## config.mk

```make
export PLATFORM = sky130hd
export DESIGN_NAME = ahb_slave_mem
export DESIGN_NICKNAME = d
export VERILOG_FILES = /design/src/rtl/ahb_slave_mem.sv
export SDC_FILE = /design/constraint.sdc
export NUM_CORES = 1
export LEC_CHECK = 0
export ABC_AREA = 0
export CORE_UTILIZATION = 40
export CTS_CLUSTER_DIAMETER = 30
export DETAILED_ROUTE_END_ITERATION = 12
export HOLD_SLACK_MARGIN = 0.06
export PLACE_DENSITY = 0.56
export SLEW_MARGIN = 0
export SYNTH_ARGS = -nofsm -noshare
export SYNTH_HDL_FRONTEND = slang
export SYNTH_SLANG_ARGS = --single-unit
```

## constraint.sdc

```tcl
create_clock -name clk -period 17.13 [get_ports clk]
set_input_delay 2.5695 -clock clk [delete_from_list [all_inputs] [get_ports clk]]
set_output_delay 2.5695 -clock clk [all_outputs]
set_load 0.05 [all_outputs]
```

## src/rtl/ahb_slave_mem.sv

```systemverilog
// AHB-Lite responder fronting a small word-organised memory with byte/halfword/word lanes.
// Latency: data phase follows the address phase after WAIT_STATES stall cycles; errors take two cycles.
// Backpressure: stalls the bus via hreadyout during wait states and the first ERROR cycle.
module ahb_slave_mem #(
  parameter int DEPTH       = 16,
  parameter int WAIT_STATES = 0,
  parameter int ADDR_W      = 32
) (
  input  logic              clk,
  input  logic              reset,
  input  logic              hsel,
  input  logic [ADDR_W-1:0] haddr,
  input  logic [1:0]        htrans,
  input  logic              hwrite,
  input  logic [2:0]        hsize,
  input  logic [31:0]       hwdata,
  input  logic              hready,
  output logic              hreadyout,
  output logic              hresp,
  output logic [31:0]       hrdata
);

  localparam int AW = (DEPTH > 1) ? $clog2(DEPTH) : 1;
  localparam logic [2:0] WS_LOAD = (WAIT_STATES > 0) ? 3'(WAIT_STATES - 1) : 3'd0;

  typedef enum logic [2:0] {
    S_IDLE,
    S_WAIT,
    S_DATA,
    S_ERR1,
    S_ERR2
  } state_t;

  state_t         state_q, state_d;
  logic [2:0]     cnt_q;
  logic [AW-1:0]  idx_q;
  logic [1:0]     off_q;
  logic           wr_q;
  logic [2:0]     size_q;
  logic [31:0]    hrdata_q;
  logic [31:0]    mem [DEPTH];

  logic           accept;
  logic           cap;
  logic           addr_bad;
  logic           size_bad;
  logic           misalign;
  logic           illegal;
  state_t         cap_next;
  logic           rd_phase;
  logic           wr_commit;
  logic [31:0]    lane_mask;

  // A new address phase is only taken in states where this slave is ready.
  assign accept   = (state_q == S_IDLE) || (state_q == S_DATA) || (state_q == S_ERR2);
  assign cap      = hsel & hready & htrans[1] & accept;
  assign addr_bad = (haddr >= ADDR_W'(4 * DEPTH));
  assign size_bad = (hsize > 3'b010);
  assign misalign = ((hsize == 3'b001) && haddr[0]) ||
                    ((hsize == 3'b010) && (haddr[1:0] != 2'b00));
  assign illegal  = addr_bad | size_bad | misalign;
  assign cap_next = illegal ? S_ERR1 : ((WAIT_STATES > 0) ? S_WAIT : S_DATA);

  assign rd_phase  = (state_q == S_DATA) && !wr_q;
  assign wr_commit = (state_q == S_DATA) && wr_q;

  // Next-state and bus response decode.
  always_comb begin
    state_d   = state_q;
    hreadyout = 1'b1;
    hresp     = 1'b0;
    case (state_q)
      S_IDLE: begin
        if (cap) state_d = cap_next;
      end
      S_WAIT: begin
        hreadyout = 1'b0;
        if (cnt_q == 3'd0) state_d = S_DATA;
      end
      S_DATA: begin
        state_d = cap ? cap_next : S_IDLE;
      end
      S_ERR1: begin
        hreadyout = 1'b0;
        hresp     = 1'b1;
        state_d   = S_ERR2;
      end
      S_ERR2: begin
        hresp   = 1'b1;
        state_d = cap ? cap_next : S_IDLE;
      end
      default: state_d = S_IDLE;
    endcase
  end

  // State register.
  always_ff @(posedge clk or posedge reset) begin
    if (reset) state_q <= S_IDLE;
    else       state_q <= state_d;
  end

  // Wait-state counter: loads at capture, counts down while stalling.
  always_ff @(posedge clk or posedge reset) begin
    if (reset)                                   cnt_q <= 3'd0;
    else if (cap)                                cnt_q <= WS_LOAD;
    else if (state_q == S_WAIT && cnt_q != 3'd0) cnt_q <= cnt_q - 3'd1;
  end

  // Address-phase capture of the transfer attributes.
  always_ff @(posedge clk or posedge reset) begin
    if (reset) begin
      idx_q  <= '0;
      off_q  <= 2'b00;
      wr_q   <= 1'b0;
      size_q <= 3'b000;
    end else if (cap) begin
      idx_q  <= haddr[AW+1:2];
      off_q  <= haddr[1:0];
      wr_q   <= hwrite;
      size_q <= hsize;
    end
  end

  // Little-endian byte-lane enables for the committed write.
  always_comb begin
    lane_mask = 32'hFFFF_FFFF;
    case (size_q)
      3'b000:  lane_mask = 32'h0000_00FF << {off_q, 3'b000};
      3'b001:  lane_mask = off_q[1] ? 32'hFFFF_0000 : 32'h0000_FFFF;
      default: lane_mask = 32'hFFFF_FFFF;
    endcase
  end

  // Memory: cleared by reset, write merged on the edge that leaves DATA.
  always_ff @(posedge clk or posedge reset) begin
    if (reset) begin
      for (int i = 0; i < DEPTH; i++) mem[i] <= 32'h0;
    end else if (wr_commit) begin
      mem[idx_q] <= (mem[idx_q] & ~lane_mask) | (hwdata & lane_mask);
    end
  end

  // Read data is live in a read data phase and held afterwards.
  always_ff @(posedge clk or posedge reset) begin
    if (reset)         hrdata_q <= 32'h0;
    else if (rd_phase) hrdata_q <= mem[idx_q];
  end

  assign hrdata = rd_phase ? mem[idx_q] : hrdata_q;

endmodule

```

After elaboration in Yosys (flattened, before gate mapping)

Index checks and enable logic that the tools add are counted.

Add/sub/neg operators: 1
Magnitude comparators: 4
Equal/unequal tests: 9
Shift operators: 1
Multiplexer cells: 18
Bitwise gates (word level): 10
Reduce and logical (&&, ||, !) cells: 20

Operator list:

| kind                                                                | number |
|---|---|
| bitwise mux 512 bit                                                 | 1 |
| two-way mux 32 bit                                                  | 5 |
| binary-select mux 32 bit (select 4 bit)                             | 1 |
| demux 32 bit (select 4 bit)                                         | 1 |
| AND 32 bit                                                          | 2 |
| one-hot mux 32 bit (2 select lines)                                 | 1 |
| greater-or-equal comparator 32 x 7 -> 1 bit (second input constant) | 1 |
| inverter 32 bit                                                     | 1 |
| bitwise OR 32 bit                                                   | 1 |
| << shifter 8 x 5 -> 32 bit (first input constant)                   | 1 |
| two-way mux 3 bit                                                   | 4 |
| one-hot mux 3 bit (4 select lines)                                  | 1 |
| equality test 3 x 1 -> 1 bit (second input constant)                | 3 |
| equality test 3 x 2 -> 1 bit (second input constant)                | 3 |
| zero test 3 bit                                                     | 3 |
| logical AND 1 bit                                                   | 6 |
| OR reduction 2 bit                                                  | 3 |
| greater-or-equal comparator 5 bit (second input constant)           | 1 |
| < comparator 5 x 1 -> 1 bit (second input constant)                 | 1 |
| inverter 4 -> 5 bit                                                 | 1 |
| != test 2 bit (second input constant)                               | 2 |
| nonzero test 2 bit                                                  | 2 |
| AND 1 bit                                                           | 3 |
| equality test 3 bit (second input constant)                         | 1 |
| other kinds (9)                                                     | 14 |

Register bits: 560
Input bits: 74

Longest topological paths before layout

Gate-level depths: netlist of the first run.

Word-level depth: 7
Mapped depth: 8
Depth with buffers taken out: 5

Worst setup path after synthesis of the first run

No wires, ideal clock.

Path type: register to output
Start: reg state_q[0]
End: out hrdata[10]
Arrival time: 2254 ps
Required time: 14560 ps
Setup slack: 12307 ps
Stages on the path, launching flop included: 7
Cell sequence: dfrtp_1 or4b_1 clkbuf_1 inv_1 nand2_1 clkbuf_1 o211ai_1

Word-level cells in the longest chain between the ends: 3

Ends and longest elaborated chain:

| item                         | RTL line | RTL |
|---|---|---|
| start, declared              | 34       | `state_t state_q, state_d;` |
| start signal, assigned       | 99       | `else state_q <= state_d;` |
| equality test 3 x 2 -> 1 bit | 64       | `assign rd_phase = (state_q == S_DATA) && !wr_q;` |
| logical AND 1 bit            | 64       |  |
| two-way mux 32 bit           | 149      | `assign hrdata = rd_phase ? mem[idx_q] : hrdata_q;` |
| end, declared                | 20       | `output logic [31:0] hrdata` |

Every way passes these cells.

Final worst setup path of the first run

Start: reg idx_q[2]
End: out hrdata[17]

Word-level cells in the longest chain between the ends: 5

Ends and longest elaborated chain:

| item                                                   | RTL line | RTL |
|---|---|---|
| start, declared                                        | 36       | `logic [AW-1:0] idx_q;` |
| start signal, assigned                                 | 117      | `idx_q <= haddr[AW+1:2];` |
| inverter 4 -> 5 bit (implied by the code)              | 149      |  |
| binary-select mux 32 bit (select 4 bit)                | 149      |  |
| two-way mux 32 bit (implied by the code) (2 in series) | 149      |  |
| two-way mux 32 bit                                     | 149      |  |

Every way passes these cells. The select of a mux whose other input is x is not followed.

==> results.md, run 1 <==
* Reg-to-reg slack, setup at 13,470 ps
* Antenna-violating nets left at 0
* Worst hold start: mem[198]
* Post-synth top area share at 52.8%
* Avg WL per Cell at 22.4 um
* Port Buf Inserts at 106
* Number of buffers between clock root and the deepest sink at 3
* Hold Fails Final Rpt at 0
* Number of cells traversed by the worst register-to-register path at 3
* Area enclosed by the die boundary at around 67,000 sq um
* Clock Root Buffer: clkbuf_16
* Worst clock skew at roughly 25 ps
* Synthesized area per cell at around 11 sq um
* Clock transition at the registers of the reported paths at 40 ps
* Post-synth EDFFs at 0
* Critical path class: flip-flop to output port
* Sequential element share of the synthesized area at around 53%
* Clock tree sinks at 560
* Count of non-filler cells in the finished layout at between 3,000 and 4,000
* Cell variety after synth at between 40 and 50
* Total wire length at 79.6 mm
* Number of buffers inserted for hold repair after clock tree synthesis at 0
* Power density relative to cell area at about 210 nW/um^2
* # setup viols final at 0
* Hold Worst Slack at 470 ps
* Number of warnings reported in the yosys synthesis log at 0
* Number of H-tree levels at 4
* Antenna violations before repair at 0
* Async S/R FF share, synth at 100%
* Total area of sequential cells at between 10,000 and 15,000 sq um
* Post-layout utilization of the core at between 40% and 50%
* 1st-iter DRT viols at 1,935
* Final period utilization at between 40% and 50%
* Most repeated cell in the gate-level netlist after synthesis: nand2_1
* Final antenna diode count at 0
* Layout-stage area growth over the synthesis result at 23.2%
* Post-synthesis instance area at approximately 27,000 sq um
* Hold crit path type: flip-flop to flip-flop
* Primary flip-flop cell chosen by synthesis mapping: dfrtp_1
* Cell count after placement at about 3,300
* Latest clock arrival within the worst-skew pair at about 700 ps
* Number of fillers in the final layout at ~5,800
* Type of destination of the critical path: output port
* Remaining routing DRC violations at 0
* Placer's final routability congestion estimate at 0.753
* Slew margin rel. at 14.3%
* Clock tree from TritonCTS: done
* Number of cells on the worst hold path at 2
* Syn Nets at 2,595
* Library cell occupying the most area in the post-synthesis netlist: dfrtp_1
* Data required, critical path at around 15,000 ps
* Global-route wire length before repair at ~120 mm
* Standard cell core area at between 60,000 and 70,000 sq um
* Final sum of negative setup slack at 0 ps
* Standard-cell row count at 94
* Setup repair after global routing missed its margin: false
* IO Pins at around 110
* Highest fanout seen on the critical path at 38
* Clock buffers created by TritonCTS at about 130
* Endpoint, Worst Hold: mem[198]
* Critical Path Source Type: flip-flop
* Worst Path Arrival at approximately 4800 ps
* Number of gates given a new drive strength after cts at 0
* Reg-to-reg critical path endpoint: mem[465]
* Power, Total at just under 7 mW
* Leakage at 14.3 nW
* Y dimension of the die at 260 um
* Via count of the first global-routing pass at slightly above 20,000
* Effective utilization at floorplan at 40.4%
* Outcome: complete, no violations
* Post-DP HPWL at 41.6 mm
* Pin count of the biggest net entering global routing at 182
* Final critical path time including I/O delays and setup at 7330 ps
* Number of pins exceeding their max-slew limit in the final report at 0
* Number of max-cap violations at 0
* Cells after synthesis at roughly 2,500
* Area of the multi-input gates at 11,600 sq um
* X dimension of the die at 260 um
* Proportion of layout cells with a drive suffix above 1 at roughly an eighth
* Top cells by instance count after synthesis: nand2_1, dfrtp_1, o31ai_1, mux2i_1, a22oi_1
* Number of buffers inserted by post-CTS setup repair at 0
* Vias per inst at approximately 5.8
* Measured slew at the worst slew-check pin at ~1300 ps
* Detailed-routing iteration count for the pre-antenna-repair pass at 6
* Total routing usage reported by global routing at about a quarter
* Upper clock frequency limit at about 140 MHz
* Top area cells in the synthesized netlist: dfrtp_1, o31ai_1, mux2i_1
* Nets at between 2,000 and 3,000
* Register bit count reported by yosys at 560
* Launch point of the worst reg-to-reg path: idx_q[0]
* Final global-route overflow total at 0
* Via count at about 21,000
* Worst ir drop on vdd at 0.104 mV
cells in the final DEF (no fill, tap or decap), drive strengths merged, types with 2 or more instances in the layout:
master	count
nand2b	2
nand4	7
clkinvlp	10
clkbuf	185
nand3	42
nor2b	7
o21bai	2
o211ai	32
inv	15
nand2	610
buf	22
mux2i	256
o31ai	512
a21oi	69
bufinv	13
nor2	41
ha	2
a21o	2
a22oi	128
nor4	6
clkinv	28
dfrtp	560
o21ai	7
clkdlybuf4s50	106
and2	3
o21a	2
nor3	3
where the power goes:
part           leakage [nW]  internal [mW]  switching (mW)
clock                  2.28           1.79           0.787
sequential             5.45           1.84           0.299
combinational          6.62          0.710            1.39
total                  14.3           4.34            2.48
cell families after synthesis:
logic type	synth area share, %
xor gates and xnor gates	0.0330
muxes	9.66
buffers and inverters	3.84
DFF	52.8
adders and majority gates	0.0943
and+or+nand+nor	11.4
AOI/OAI and AO/OA	22.2
through the flow:
step | instance area [sq um] | worst slack (ps)
2_1_floorplan | 26500 | 6940
3_3_place_gp | 28000 | 10570
3_5_place_dp | 28000 | 10530
4_1_cts | 32700 | 9770
5_1_grt | 32700 | 9640
6_report | 32700 | 9800
registers in the layout (all words and copies together) (netlist names):
signal / count
size_q: 3
hrdata_q: 32
idx_q: 4
cnt_q: 3
state_q: 3
wr_q: 1
mem: 512
off_q: 2
routing by layer:
metal	GRT usage [%]	part of all wire, %	vias to the layer above
met5	0	0	-
met4	7.75	2.1	0
met3	4.83	6.5	127
met2	36.4	45	705
met1	34.4	46	10200
li1	-	-	9467
layout make-up:
cell class	instances	share of cell area, %
clock buffers	185	12.0
clock inverters	59	2.25
inverters	7	0.0919
multi-input cells	1744	35.6
flip-flops and latches	560	42.9
well taps	864	3.31
repair buffers	128	3.83
worst max path at each step:
| stage | start | end | slack, ps | cells past startpoint |
|---|---|---|---|---|
| after floorplan | reset | cnt_q[0] | 6940 | 1 |
| after global placement | idx_q[0] | hrdata[1] | 10570 | 6 |
| after detailed placement | idx_q[0] | hrdata[1] | 10530 | 6 |
| after CTS | idx_q[0] | hrdata[1] | 9770 | 6 |
| after global routing | idx_q[2] | hrdata[17] | 9640 | 6 |
| final | idx_q[2] | hrdata[17] | 9800 | 6 |
worst max-delay path, cell delays in order (launching register included):
cell and delay [ps]:
dfrtp_1 720, nor2b_4 1000, buf_4 750, a22oi_1 300
nand3_1 170, o211ai_1 200, clkdlybuf4s50_1 860
No activity file was read; power rests on OpenSTA's default activity.
==> run 2: changes to the inputs <==
==> constraint.sdc (replaced) <==
create_clock -name clk -period 5.9 [get_ports clk]
set_input_delay 0.885 -clock clk [delete_from_list [all_inputs] [get_ports clk]]
set_output_delay 0.885 -clock clk [all_outputs]
set_load 0.05 [all_outputs]
==> run 2 against run 1 <==
- clock skew up 3.0 ps
- sequential share of layout area is 0.14 points lower
- design area rose by 0.33%
- sequential power increased to 2.9 times the previous value
- count of clock-buffer cells in the layout rose by 3
- via count up 1.2%
- routed wire length decreased by 0.49%
- clock power rose to 2.8 times the previous value
- total power grew to 2.9 times the previous value
- worst hold slack lost 2.3 ps
- core utilization grew 0.16 points
- critical path depth did not move
- largest cell class unchanged
==> results.md, run 2 (synthesis results as in run 1) <==
* Outcome: complete, no violations
* Area enclosed by the die boundary at between 60,000 and 70,000 sq um
* Commonest non-fill, non-tap cells in the layout: nand2_1, dfrtp_1, o31ai_1, mux2i_1, clkbuf_16
* Proportion of layout cells with a drive suffix above 1 at roughly 13%
* Nets at approximately 2,700
* X dimension of the die at 260 um
* Port Buf Inserts at 106
* Via count at roughly 21,000
* Critical Path Source Type: flip-flop
* Number of fillers in the final layout at 5,819
* Clock Root Buffer: clkbuf_16
* Antenna-violating nets left at 0
* Number of gates given a new drive strength after cts at 0
* Flip-flop count of the largest register after layout at ~500
* Upper clock frequency limit at roughly 200 MHz
* Clock network fraction of design power at 37.1%
* Global-route wire length before repair at between 100 and 150 mm
* Antenna violations before repair at 0
* Final critical path time including I/O delays and setup at ~5000 ps
* Chain of cells forming the critical path: buf_12 -> mux2i_1 -> a22oi_1 -> nand2_1 -> o211ai_1 -> clkdlybuf4s50_1
* Post-route worst setup slack at 785 ps
* Sw Ratio at approximately 36%
* Avg WL per Cell at ~22 um
* Post-placement cell area at 28,200 sq um
* Measured slew at the worst slew-check pin at roughly 1200 ps
* Sw power at approximately 7 mW
* Clock tree from TritonCTS: done
* Critical path class: flip-flop to output port
* Number of max-cap violations at 0
* Largest Register: mem
* Number of buffers between clock root and the deepest sink at 3
* Post-DP HPWL at around 42 mm
* Hold Fails Final Rpt at 0
* # setup viols final at 0
* Via count of the first global-routing pass at ~21,000
* Cell count after placement at 3,313
* 1st-iter DRT viols at roughly 1,600
* Worst Path Buf+Inv at 2
* Number of H-tree levels at 4
* Clock buffers created by TritonCTS at about 140
* Worst clock skew at ~28 ps
* Effective utilization at floorplan at 40.4%
* Non-Filler Cell Area, Final at approximately 33,000 sq um
* Biggest registers after layout: mem (512), hrdata_q (32), idx_q (4)
* Final global-route overflow total at 0
* Pin count of the biggest net entering global routing at 159
* Placer's final routability congestion estimate at roughly 0.76
* Standard-cell row count at 94
* Setup WS pre-CTS at about 1500 ps
* Library cell contributing the largest single delay on the critical path: dfrtp_4
* Leakage at 14.4 nW
* Worst Path Arrival at ~4200 ps
* Sequential power share at 31.6%
* Final period utilization at between 80% and 90%
* Worst ir drop on vdd at approximately 0.27 mV
* Gate family responsible for the most delay along the worst path: buffers and inverters
* Highest fanout seen on the critical path at 53
* Type of destination of the critical path: output port
* Crit path largest cell delay at 1120 ps
* Vias per inst at 5.85
* Latest clock arrival within the worst-skew pair at 700 ps
* Layout-stage area growth over the synthesis result at 23.6%
* Total routing usage reported by global routing at a little under a quarter
* Data required, critical path at between 5000 and 6000 ps
* Y dimension of the die at 260 um
* Power, Total at 19.7 mW
* Number of buffers inserted for hold repair after clock tree synthesis at 0
* Leading cell type in the layout, fill and taps excluded: nand2_1
* Standard cell core area at roughly 66,000 sq um
* Setup repair after global routing missed its margin: false
* IO Pins at about 110
* Part of the total power dissipated in combinational logic at 31.3%
* Remaining routing DRC violations at 0
* Slew margin rel. at approximately 21%
* Detailed-routing iteration count for the pre-antenna-repair pass at 5
* Clock tree sinks at between 500 and 600
* Total wire length at about 79 mm
* Hold crit path type: flip-flop to flip-flop
* Clock transition at the registers of the reported paths at approximately 50 ps
* Final antenna diode count at 0
* Int Power at ~13 mW
* Count of non-filler cells in the finished layout at 3,554
* Number of pins exceeding their max-slew limit in the final report at 0
* Power density relative to cell area at 601 nW/um^2
* Number of buffers inserted by post-CTS setup repair at 0
## run 2: cell types whose count changed in the layout (fill, tap and decap cells not counted), sizes merged
cell	delta
buf	+10
bufinv	-3
clkinv	-2
clkbuf	+3
inv	-4
clkinvlp	+3
## run 2: layout make-up
cell class / count / area [sq um] / share of cell area, %
Clock inverter: 53 / 606 / 1.85
Timing Repair Buffer: 138 / 1440 / 4.39
Sequential cell: 560 / 14000 / 42.7
Tap cell: 864 / 1080 / 3.30
Inverter: 7 / 30.0 / 0.0916
Clock buffer: 188 / 3980 / 12.1
Multi-Input combinational cell: 1744 / 11600 / 35.5
## run 2: metal layers
| layer | GRT usage, % | share of wire [%] |
|---|---|---|
| met5 | 0 | 0 |
| met4 | 9.18 | 2.5 |
| met3 | 4.52 | 5.5 |
| met2 | 37.3 | 46 |
| met1 | 33.1 | 46 |
## run 2: worst min-delay path, cell delays in order, from the launching register on
cell,delay [ps]
dfrtp_1,330
nand2_1,50
o31ai_1,50
## run 2: per-stage QoR
stage	util, %	setup TNS [ps]	hold WS [ps]
final	49.9	0	468
after global routing	49.9	0	493
after CTS	49.9	0	474
after detailed placement	42.9	0	465
after global placement	42.9	0	458
after floorplan	-	-1460890	448
## run 2: worst paths after layout
check	startpoint	endpoint	slack (ps)	cells past startpoint
worst max-delay path	idx_q[0]	hrdata[31]	780	6
worst min-delay path	mem[392]	mem[392]	470	2
worst max register to register	idx_q[0]	mem[451]	2300	3
worst min register to register	mem[392]	mem[392]	470	2
max in group asynchronous	reset	mem[36]	3690	3
min in group asynchronous	reset	mem[39]	740	2
## run 2: power by group through the flow
stage	sequential [mW]	combinational [mW]	clock (mW)
2_1_floorplan	5.98	4.62	0
3_3_place_gp	6.19	6.02	0
3_5_place_dp	6.28	6.16	0
4_1_cts	6.23	6.18	7.43
5_1_grt	6.42	6.72	7.63
6_report	6.23	6.16	7.31
==> run 3: changes to the inputs <==
--- a/config.mk
+++ b/config.mk
@@ -6,11 +6,13 @@
 export NUM_CORES = 1
 export LEC_CHECK = 0
 export ABC_AREA = 0
-export CORE_UTILIZATION = 40
+export CELL_PAD_IN_SITES_DETAIL_PLACEMENT = 1
+export CELL_PAD_IN_SITES_GLOBAL_PLACEMENT = 2
+export CORE_UTILIZATION = 37
 export CTS_CLUSTER_DIAMETER = 30
 export DETAILED_ROUTE_END_ITERATION = 12
-export HOLD_SLACK_MARGIN = 0.06
-export PLACE_DENSITY = 0.56
+export HOLD_SLACK_MARGIN = 0.02
+export PLACE_DENSITY = 0.74
 export SLEW_MARGIN = 0
 export SYNTH_ARGS = -nofsm -noshare
 export SYNTH_HDL_FRONTEND = slang
==> run 3 against run 2 <==
- register-to-register slack better by 130 ps
- non-clock buffer count increased by 4
- combinational power up 3.2%
- first-iteration DRC count down 9.1%
- highest routed layer unchanged
- count of clock-buffer cells in the layout fell by 3
- final cell count increased by 2.2%
- maximum frequency is 3.3% lower
- via count grew 1.3%
==> results.md, run 3 (synthesis results as in run 1) <==
* Worst clock skew at around 22 ps
* Leakage at about 14 nW
* IO Pins at 108
* Final sum of negative setup slack at 0 ps
* X dimension of the die at 270 um
* Clock Root Buffer: clkbuf_16
* Flip-flop count of the largest register after layout at roughly 500
* Final global-route overflow total at 0
* Antenna violations before repair at 0
* Hold Worst Slack at roughly 470 ps
* Post-route worst setup slack at between 600 and 700 ps
* Setup WS pre-CTS at between 1000 and 1500 ps
* Launch point of the worst reg-to-reg path: idx_q[0]
* Global-route wire length before repair at around 140 mm
* Standard-cell row count at 97
* Commonest non-fill, non-tap cells in the layout: nand2_1, dfrtp_1, o31ai_1, mux2i_1, clkbuf_16
* Clock transition at the registers of the reported paths at approximately 40 ps
* Hold Fails Final Rpt at 0
* Number of max-cap violations at 0
* Upper clock frequency limit at 189 MHz
* Via count of the first global-routing pass at roughly 23,000
* Number of buffers inserted for hold repair after clock tree synthesis at 0
* Number of buffers between clock root and the deepest sink at 3
* Remaining routing DRC violations at 0
* Via count at 21,000
* Layout-stage area growth over the synthesis result at 24.4%
* Clock tree from TritonCTS: done
* Number of H-tree levels at 4
* Power, Total at between 20 and 25 mW
* Launching element of the worst setup path: state_q[0]
* Vias per inst at about 5.8
* Worst Path Arrival at between 4000 and 5000 ps
* Clock buffers created by TritonCTS at roughly 130
* Clock tree sinks at 560
* Data required, critical path at ~5000 ps
* Placer's final routability congestion estimate at around 0.73
* Y dimension of the die at between 200 and 300 um
* Library cell contributing the largest single delay on the critical path: or4b_2
* Nets at 2,665
* Final antenna diode count at 0
* Slew margin rel. at between 10% and 20%
* Highest fanout seen on the critical path at 21
* Final period utilization at 89.7%
* Number of fillers in the final layout at ~7,400
* Worst ir drop on vdd at between 0.2 and 0.3 mV
* Crit path largest cell delay at roughly 1100 ps
* Latest clock arrival within the worst-skew pair at around 690 ps
* Total wire length at 89.1 mm
* Final critical path time including I/O delays and setup at about 5300 ps
* Area enclosed by the die boundary at 72,800 sq um
* Critical Path Source Type: flip-flop
* Detailed-routing iteration count for the pre-antenna-repair pass at 5
* # setup viols final at 0
* Biggest registers after layout: mem (512), hrdata_q (32), idx_q (4)
* Outcome: complete, no violations
* Setup repair after global routing missed its margin: false
* Number of pins exceeding their max-slew limit in the final report at 0
* Number of gates given a new drive strength after cts at 0
* Power density relative to cell area at ~600 nW/um^2
* Avg WL per Cell at about 25 um
* 1st-iter DRT viols at 1,498
* Port Buf Inserts at approximately 110
* Worst hold start: mem[256]
* Largest Register: mem
* Total routing usage reported by global routing at 24.7%
* Chain of cells forming the critical path: or4b_2 -> nor2_4 -> buf_12 -> nand3_1 -> o211ai_1 -> clkdlybuf4s50_1
* Type of destination of the critical path: output port
* Antenna-violating nets left at 0
* Post-DP HPWL at roughly 48 mm
* Proportion of layout cells with a drive suffix above 1 at 13.6%
* Measured slew at the worst slew-check pin at ~1200 ps
* Hold crit path type: flip-flop to flip-flop
* Leading cell type in the layout, fill and taps excluded: nand2_1
* Standard cell core area at 70,500 sq um
* Effective utilization at floorplan at a little under two fifths
* Number of buffers inserted by post-CTS setup repair at 0
* Critical path class: flip-flop to output port
* Pin count of the biggest net entering global routing at roughly 150
## run 3: changes by cell type in the layout (fill, tap and decap cells not counted), moves of 3 or more
cell / delta
clkbuf_16: -3
clkinv_2: +6
clkinvlp_4: -7
bufinv_16: +7
clkinv_8: -3
buf_4: +3
## run 3: critical path, delay by kind of cell, from the launching register on
| family | cells | cell delay [ps] |
|---|---|---|
| flip-flops | 1 | 410 |
| AO/OA/AOI/OAI | 1 | 290 |
| buffers and inverters | 2 | 1210 |
| AND/OR/NAND/NOR | 3 | 1800 |
## run 3: report_power, final
group / switching (mW) / internal, mW / leakage [nW] / total, mW
registers: 0.886 / 5.36 / 5.45 / 6.24
clock network: 2.21 / 5.32 / 2.30 / 7.53
logic: 4.24 / 2.12 / 6.73 / 6.36
total: 7.34 / 12.8 / 14.5 / 20.1
## run 3: metal layers
metal	up-vias	routed length, um	share of wire [%]	GRT usage (%)
met1	10800	40900	46	33.5
met4	0	2600	2.9	9.32
met2	563	41000	46	38.6
li1	9486	-	-	-
met5	-	0	0	0
met3	176	4560	5.1	5.13
## run 3: final cells by class
class / instances / area, sq um / share of cell area [%]
multi-input cells: 1744 / 11600 / 35.3
flip-flops and latches: 560 / 14000 / 42.5
repair buffers: 142 / 1480 / 4.49
well taps: 940 / 1180 / 3.56
clock inverters: 54 / 727 / 2.20
inverters: 7 / 30.0 / 0.0910
clock buffers: 185 / 3920 / 11.9
## run 3: path summary, 6_finish.rpt
| kind | end | slack (ps) | depth (start not counted) |
|---|---|---|---|
| max in group asynchronous | mem[14] | 3840 | 4 |
| worst max register to register | mem[213] | 2430 | 3 |
| worst min-delay path | mem[256] | 470 | 2 |
| worst max-delay path | hrdata[16] | 610 | 6 |
| min in group asynchronous | mem[267] | 650 | 2 |
| worst min register to register | mem[256] | 470 | 2 |
## run 3: per-stage QoR
stage	utilization, %	cells	area [sq um]
floorplan	-	2519	26500
global placement	40.2	3393	28400
detailed placement	40.2	3393	28400
CTS	46.8	3632	33000
global route	46.8	3632	33000
finish	46.8	3632	33000
